===== config.mk =====
export PLATFORM = sky130hd
export DESIGN_NAME = pwm_multi_ch
export DESIGN_NICKNAME = d
export VERILOG_FILES = /design/src/rtl/pwm_multi_ch.sv
export SDC_FILE = /design/constraint.sdc
export NUM_CORES = 1
export LEC_CHECK = 0
export CAP_MARGIN = 40
export CORE_ASPECT_RATIO = 2
export CORE_MARGIN = 10
export CORE_UTILIZATION = 55
export CTS_CLUSTER_DIAMETER = 80
export DETAILED_ROUTE_END_ITERATION = 10
export GPL_ROUTABILITY_DRIVEN = 0
export MAX_ROUTING_LAYER = met4
export PLACE_DENSITY = 0.88
export SETUP_SLACK_MARGIN = 0.5
export SLEW_MARGIN = 10
export SYNTH_ARGS = -nofsm -noshare
export SYNTH_HDL_FRONTEND = slang
export SYNTH_SLANG_ARGS = --single-unit

===== constraint.sdc =====
create_clock -name clk -period 2.9 [get_ports clk]
set_input_delay 0.435 -clock clk [delete_from_list [all_inputs] [get_ports clk]]
set_output_delay 0.435 -clock clk [all_outputs]
set_load 0.05 [all_outputs]

===== src/rtl/pwm_multi_ch.sv =====
// Multi-channel PWM: one shared period counter, per-channel duty comparators, shadowed config.
// Define DEADTIME_EN to add complementary outputs with per-channel dead-time insertion.

module pwm_multi_ch_lane #(
  parameter int CNT_W = 16,
  parameter int DT_W  = 8
) (
  input  logic             clk,
  input  logic             rst,
  input  logic             en,
  input  logic [CNT_W-1:0] cnt,
  input  logic [CNT_W-1:0] duty,
  input  logic [DT_W-1:0]  dt,
  output logic             out,
  output logic             out_n
);
  logic r;
  assign r = cnt < duty;

`ifdef DEADTIME_EN
  logic            r_q;
  logic [DT_W-1:0] dtc, dtc_nxt;

  // Any edge of r reloads the delay; the newly asserted side waits for it to drain.
  always_comb begin
    dtc_nxt = '0;
    if (r != r_q)         dtc_nxt = dt;
    else if (dtc != '0)   dtc_nxt = dtc - DT_W'(1);
  end

  always_ff @(posedge clk or negedge rst) begin
    if (!rst) begin
      r_q <= 1'b0; dtc <= '0; out <= 1'b0; out_n <= 1'b0;
    end else if (!en) begin
      r_q <= 1'b0; dtc <= '0; out <= 1'b0; out_n <= 1'b0;
    end else begin
      r_q   <= r;
      dtc   <= dtc_nxt;
      out   <= r  & (dtc_nxt == '0);
      out_n <= ~r & (dtc_nxt == '0);
    end
  end
`else
  logic unused;
  assign unused = ^dt;

  always_ff @(posedge clk or negedge rst) begin
    if (!rst) begin
      out <= 1'b0; out_n <= 1'b0;
    end else begin
      out   <= en & r;
      out_n <= en & ~r;
    end
  end
`endif
endmodule

module pwm_multi_ch #(
  parameter int CH    = 4,
  parameter int CNT_W = 16,
  parameter int DT_W  = 8
) (
  input  logic                clk,
  input  logic                rst,
  input  logic                en,
  input  logic                cfg_wr,
  input  logic [CNT_W-1:0]    cfg_period,
  input  logic [CH*CNT_W-1:0] cfg_duty,
  input  logic [DT_W-1:0]     cfg_dt,
  output logic [CH-1:0]       pwm_out,
  output logic [CH-1:0]       pwm_out_n,
  output logic                cycle_start,
  output logic                cfg_pending
);
  typedef struct packed {
    logic [CNT_W-1:0]          period;
    logic [CH-1:0][CNT_W-1:0]  duty;
    logic [DT_W-1:0]           dt;
  } cfg_t;

  cfg_t             wr_cfg, pend, act;
  logic [CNT_W-1:0] cnt;
  logic             wrap, xfer;

  assign wr_cfg = {cfg_period, cfg_duty, cfg_dt};
  assign wrap   = en & (cnt == act.period);
  // Active config only changes when the counter restarts, so no period sees mixed settings.
  assign xfer   = cfg_pending & (wrap | ~en);

  always_ff @(posedge clk or negedge rst) begin
    if (!rst) begin
      cnt         <= '0;
      pend        <= '0;
      act         <= '0;
      cfg_pending <= 1'b0;
      cycle_start <= 1'b0;
    end else begin
      if (!en || wrap) cnt <= '0;
      else             cnt <= cnt + CNT_W'(1);
      if (xfer)   act  <= pend;
      if (cfg_wr) pend <= wr_cfg;
      cfg_pending <= cfg_wr | (cfg_pending & ~xfer);
      cycle_start <= en & (cnt == '0);
    end
  end

  for (genvar i = 0; i < CH; i++) begin : g_ch
    pwm_multi_ch_lane #(.CNT_W(CNT_W), .DT_W(DT_W)) u_lane (
      .clk   (clk),
      .rst   (rst),
      .en    (en),
      .cnt   (cnt),
      .duty  (act.duty[i]),
      .dt    (act.dt),
      .out   (pwm_out[i]),
      .out_n (pwm_out_n[i])
    );
  end
endmodule


Word-level counts from Yosys, hierarchy flattened
Cells that the tools add are included.

operators by class
  equality and inequality tests = 1
  add/subtract/negate cells = 1
  muxes and demuxes = 1
  bitwise logic cells = 20
  order comparisons = 4
  reduce and logical (&&, ||, !) cells = 3

operators with widths
  operator                                        number
  < comparator 16 bit                             4
  adder 16 x 1 -> 16 bit (second input constant)  1
  equality test 16 bit                            1
  logical NOT 16 bit                              1
  two-way mux 16 bit                              1
  bitwise AND 1 bit                               12
  NOT 1 bit                                       6
  bitwise OR 1 bit                                2
  logical NOT 1 bit                               1
  logical OR 1 bit                                1

word-level totals
  flip-flop bits (word level) = 186
  input port bits = 92
  word-level logic and storage cells = 51
  output and inout port bits = 10

Depth between registers and ports, before layout
  word-level depth = 7
  depth in mapped cells = 7
  mapped depth without buffers = 7

Hierarchy
Synthesis repeated with hierarchy kept, for this count alone.

second synthesis, totals
  cell total of the unflattened synthesis = 704
  area total of the unflattened synthesis = 9,432.8 um^2

modules (own cells, without submodules)
  module             instances  seq. area each (um^2)  area each (um^2)  cells each
  pwm_multi_ch       1          4,854.7                7,531.0           480
  pwm_multi_ch_lane  4          50.0                   475.5             56

Least setup slack after synthesis
No wires, ideal clock.

  path type = register -> register
  start = register cnt[2]
  end = register act[10] (netlist bit)
  cell stages (with the launch flop) = 8
  required time = 2.775 ns
  library setup time = 0.125 ns
  period minus slack after synthesis = 2.215 ns
  data arrival time = 2.091 ns
  slack = 0.685 ns
  buffers on the path = 2
  path through = dfrtp_1 > clkbuf_1 > xnor2_1 > nand4_1 > o41ai_4 > nand2_4 > buf_6 > mux2_2

between the ends
  word-level cells in the longest chain between the ends = 4

RTL lines
  what                    line  RTL
  start, declared         82    logic [CNT_W-1:0] cnt;
  start signal, assigned  99    else cnt <= cnt + CNT_W'(1);
  equality test 16 bit    86    assign wrap = en & (cnt == act.period);
  bitwise AND 1 bit       86
  bitwise OR 1 bit        88    assign xfer = cfg_pending & (wrap | ~en);
  bitwise AND 1 bit       88
  end signal, assigned    100   if (xfer) act <= pend;
  end, declared           81    cfg_t wr_cfg, pend, act;

No other way between the ends.
A chain may end at the register's enable or synchronous reset.

Worst setup path in the final report
  start = register cnt[14]
  end = register act[55] (netlist bit)

The elaborated chain is that of the path after synthesis.

==> flow_metrics.env <==
export IMPL_outcome="finished, final reports clean"
export IMPL_cts_root_buf="clkbuf_16"
export IMPL_arrival_ns=2.60
export IMPL_dpl_hpwl_mm=14.1
export IMPL_nNetsFinal=937
export IMPL_cts_tree="done"
export IMPL_avgSynthCellArea_sq_um=12.9
export IMPL_critical_path_buf_inv_count=1
export IMPL_chipWidth_um=110
export IMPL_crit_path_max_fanout=54
export IMPL_grtUsageTotal_pct=19.3
export IMPL_wl_mm=19.3
export IMPL_htreeDepth=4
export IMPL_post_drt_via_cell_ratio=5.61
export IMPL_start_util_pct=55.9
export IMPL_worstSetupEndpointType="register"
export IMPL_fin_setup_tns_ns=0
export IMPL_syn_inst=686
export IMPL_critPathLaunchType="register"
export IMPL_power_mw=6.36
export IMPL_final_cell_mix="186 x dfrtp_1, 160 x mux2_2, 91 x clkdlybuf4s50_1"
export IMPL_ys_flop_type="dfrtp_1"
export IMPL_slowest_stage="dfrtp_1"
export IMPL_numCtsBuffers=17
export IMPL_clkTransAtPathRegs_ns=0.07
export IMPL_syn_area_sq_mm=0.00882
export IMPL_syn_num_nets=840
export IMPL_min_period_ns=2.28
export IMPL_grt_overflow=0
export IMPL_synth_cell_types=34
export IMPL_slew_viol_final=0
export IMPL_portBuffers=93
export IMPL_core_sq_mm=0.0158
export IMPL_setup_viol_count_final=0
export IMPL_crit_chain="xnor2_1, nand4_1, o41ai_4, nand2_4, buf_6, mux2_2"
export IMPL_cts_hold_buf=0
export IMPL_drtIter0Drc=245
export IMPL_slew_headroom_pct=53.0
export IMPL_ys_seq_elements=186
export IMPL_fin_crit_sh_pct=78.7
export IMPL_fmax_ghz=0.438
export IMPL_route_detailed_drc=0
export IMPL_hold_ws_ns=0.0147
export IMPL_finalHoldViolations=0
export IMPL_ir_drop_v=0.000428
export IMPL_fillers=1109
export IMPL_dr_pass1_iters=4
export IMPL_antenna_cells=0
export IMPL_drv_cap=0
export IMPL_finClkSkew_ns=0.00991
export IMPL_yosysWarnings=0
export IMPL_async_reset_ff_share_pct=100
export IMPL_antenna_found_initial=0
export IMPL_area_growth_pct=19.2
export IMPL_rsz0062_at_grt="false"
export IMPL_clock_sinks=186
export IMPL_final_common_cell="dfrtp_1"
export IMPL_std_cell_rows=65
export IMPL_slowest_delay_ns=0.66
export IMPL_gr_usage_met1_pct=19.9
export IMPL_io_pins=102
export IMPL_wl_per_cell_um=19.4
export IMPL_dieHeight_um=199
export IMPL_tightest_slew_ns=0.705
export IMPL_critPathKind="register to register"
export IMPL_synth_edf_count=0
export IMPL_grt_max_degree=76
export IMPL_crit_required_ns=3.21
export IMPL_use_met2_pct=34.2
export IMPL_path_delay_family="flip-flops"
export IMPL_clockBufferDepth=2
export IMPL_hold_class="input port to asynchronous set/reset pin"
export IMPL_vias=5592
export IMPL_grt_busiest_layer="met2"
export IMPL_leakagePower_nw=4.86
export IMPL_pwr_density_cell_mw_per_mm2=605
export IMPL_yosysSeqAreaShare_pct=52.8
export IMPL_dieArea_sq_mm=0.0218
export IMPL_drive_gt1_share_pct=26.8
export IMPL_grt_pass1_wl_mm=31.9
export IMPL_postRouteAntennaNets=0
export IMPL_grt_pass1_vias=6428
export IMPL_met3_usage_pct=3.58
export IMPL_clkLatencyLatePin_ns=0.43
==> logic make-up (layout without fill, tap and decap cells) <==
| logic type | Yosys count | in the layout | synth area share (%) |
|---|---|---|---|
| AOI/OAI and AO/OA | 54 | 54 | 4.20 |
| xor gates and xnor gates | 30 | 30 | 2.98 |
| adders and majority gates | 62 | 62 | 8.80 |
| buffers and inverters | 106 | 216 | 5.56 |
| DFF | 186 | 186 | 52.8 |
| muxes | 160 | 160 | 20.4 |
| and+or+nand+nor | 88 | 88 | 5.24 |
==> power breakdown <==
| part | switching [mW] | leakage [nW] | internal [mW] |
|---|---|---|---|
| registers | 0.213 | 2.22 | 2.94 |
| clock network | 1.03 | 0.261 | 1.14 |
| logic | 0.466 | 2.38 | 0.568 |
| total | 1.71 | 4.86 | 4.65 |
==> synthesized netlist by cell type, types with 2 or more instances <==
master      n  area, sq um
dfrtp_1   186         4650
mux2_2    160         1800
inv_1      74          278
ha_1       62          776
a21oi_1    24          120
xnor2_1    21          184
nand4_1    19          119
nor2_1     19         71.3
clkbuf_1   14         52.6
nand2_1    14         52.6
nor3_1     10         50.1
xor2_1      9         78.8
a21o_1      8         60.1
buf_4       8         60.1
buf_6       8         90.1
nand3_1     5         25.0
a211oi_1    4         30.0
a41o_1      4         40.0
and2_1      4         25.0
nand2b_1    4         25.0
nor2b_1     4         25.0
o21a_1      4         30.0
o21ai_0     4         20.0
o221ai_1    4         35.0
nor4_1      3         18.8
nor4b_1     2         17.5
==> path summary, 6_finish.rpt <==
| path | start | endpoint | slack [ns] | depth (start not counted) |
|---|---|---|---|---|
| worst min-delay path | rst | pend[23] | 0.01 | 1 |
| worst max register to register | cnt[14] | act[55] | 0.62 | 6 |
| min in group clk | pend[38] | pend[38] | 0.50 | 1 |
| max in group asynchronous | rst | act[61] | 2.15 | 2 |
| worst max-delay path | cnt[14] | act[55] | 0.62 | 6 |
| worst min register to register | pend[38] | pend[38] | 0.50 | 1 |
==> final cells by class <==
type / count / area [sq um] / share of cell area, %
clock buffer: 19 / 443 / 4.22
clock inverter: 13 / 110 / 1.05
inverter: 74 / 278 / 2.64
multi-input combinational: 394 / 3670 / 34.9
sequential: 186 / 4650 / 44.3
tap: 201 / 251 / 2.39
timing repair buffer: 110 / 1100 / 10.5
==> routing by layer <==
layer	part of all wire [%]	vias to the layer above
met5	0	-
met1	37	2825
met3	3.7	59
li1	-	2553
met2	55	155
met4	3.9	0
==> repair_timing <==
| item | in CTS | in global routing |
|---|---|---|
| resized for setup | 0 | 1 |
| buffers inserted | 0 | 0 |
| setup endpoints to repair | 0 | 54 |
==> sequential cells by signal, summed over array words and instances, names as in the netlist <==
| signal | flops |
|---|---|
| act | 80 |
| cfg_pending | 1 |
| cnt | 16 |
| cycle_start | 1 |
| g_ch.u_lane.out | 4 |
| g_ch.u_lane.out_n | 4 |
| pend | 80 |
==> worst register-to-register path: stages, from the launching register on <==
cell and delay [ns]:
dfrtp_1 0.66, xnor2_1 0.18, nand4_1 0.20, o41ai_4 0.42, nand2_4 0.09, buf_6 0.26, mux2_2 0.38
==> metrics by stage <==
step | setup slack (ns) | utilization, % | area (sq um) | instances
6_report | 0.616 | 66.6 | 10500 | 997
5_1_grt | 0.528 | 66.6 | 10500 | 997
4_1_cts | 0.536 | 66.6 | 10500 | 997
3_5_place_dp | 0.527 | 63.1 | 9950 | 965
3_3_place_gp | 0.588 | 63.1 | 9950 | 965
2_1_floorplan | 0.685 | - | 8820 | 686
No activity file was read; power rests on OpenSTA's default activity.
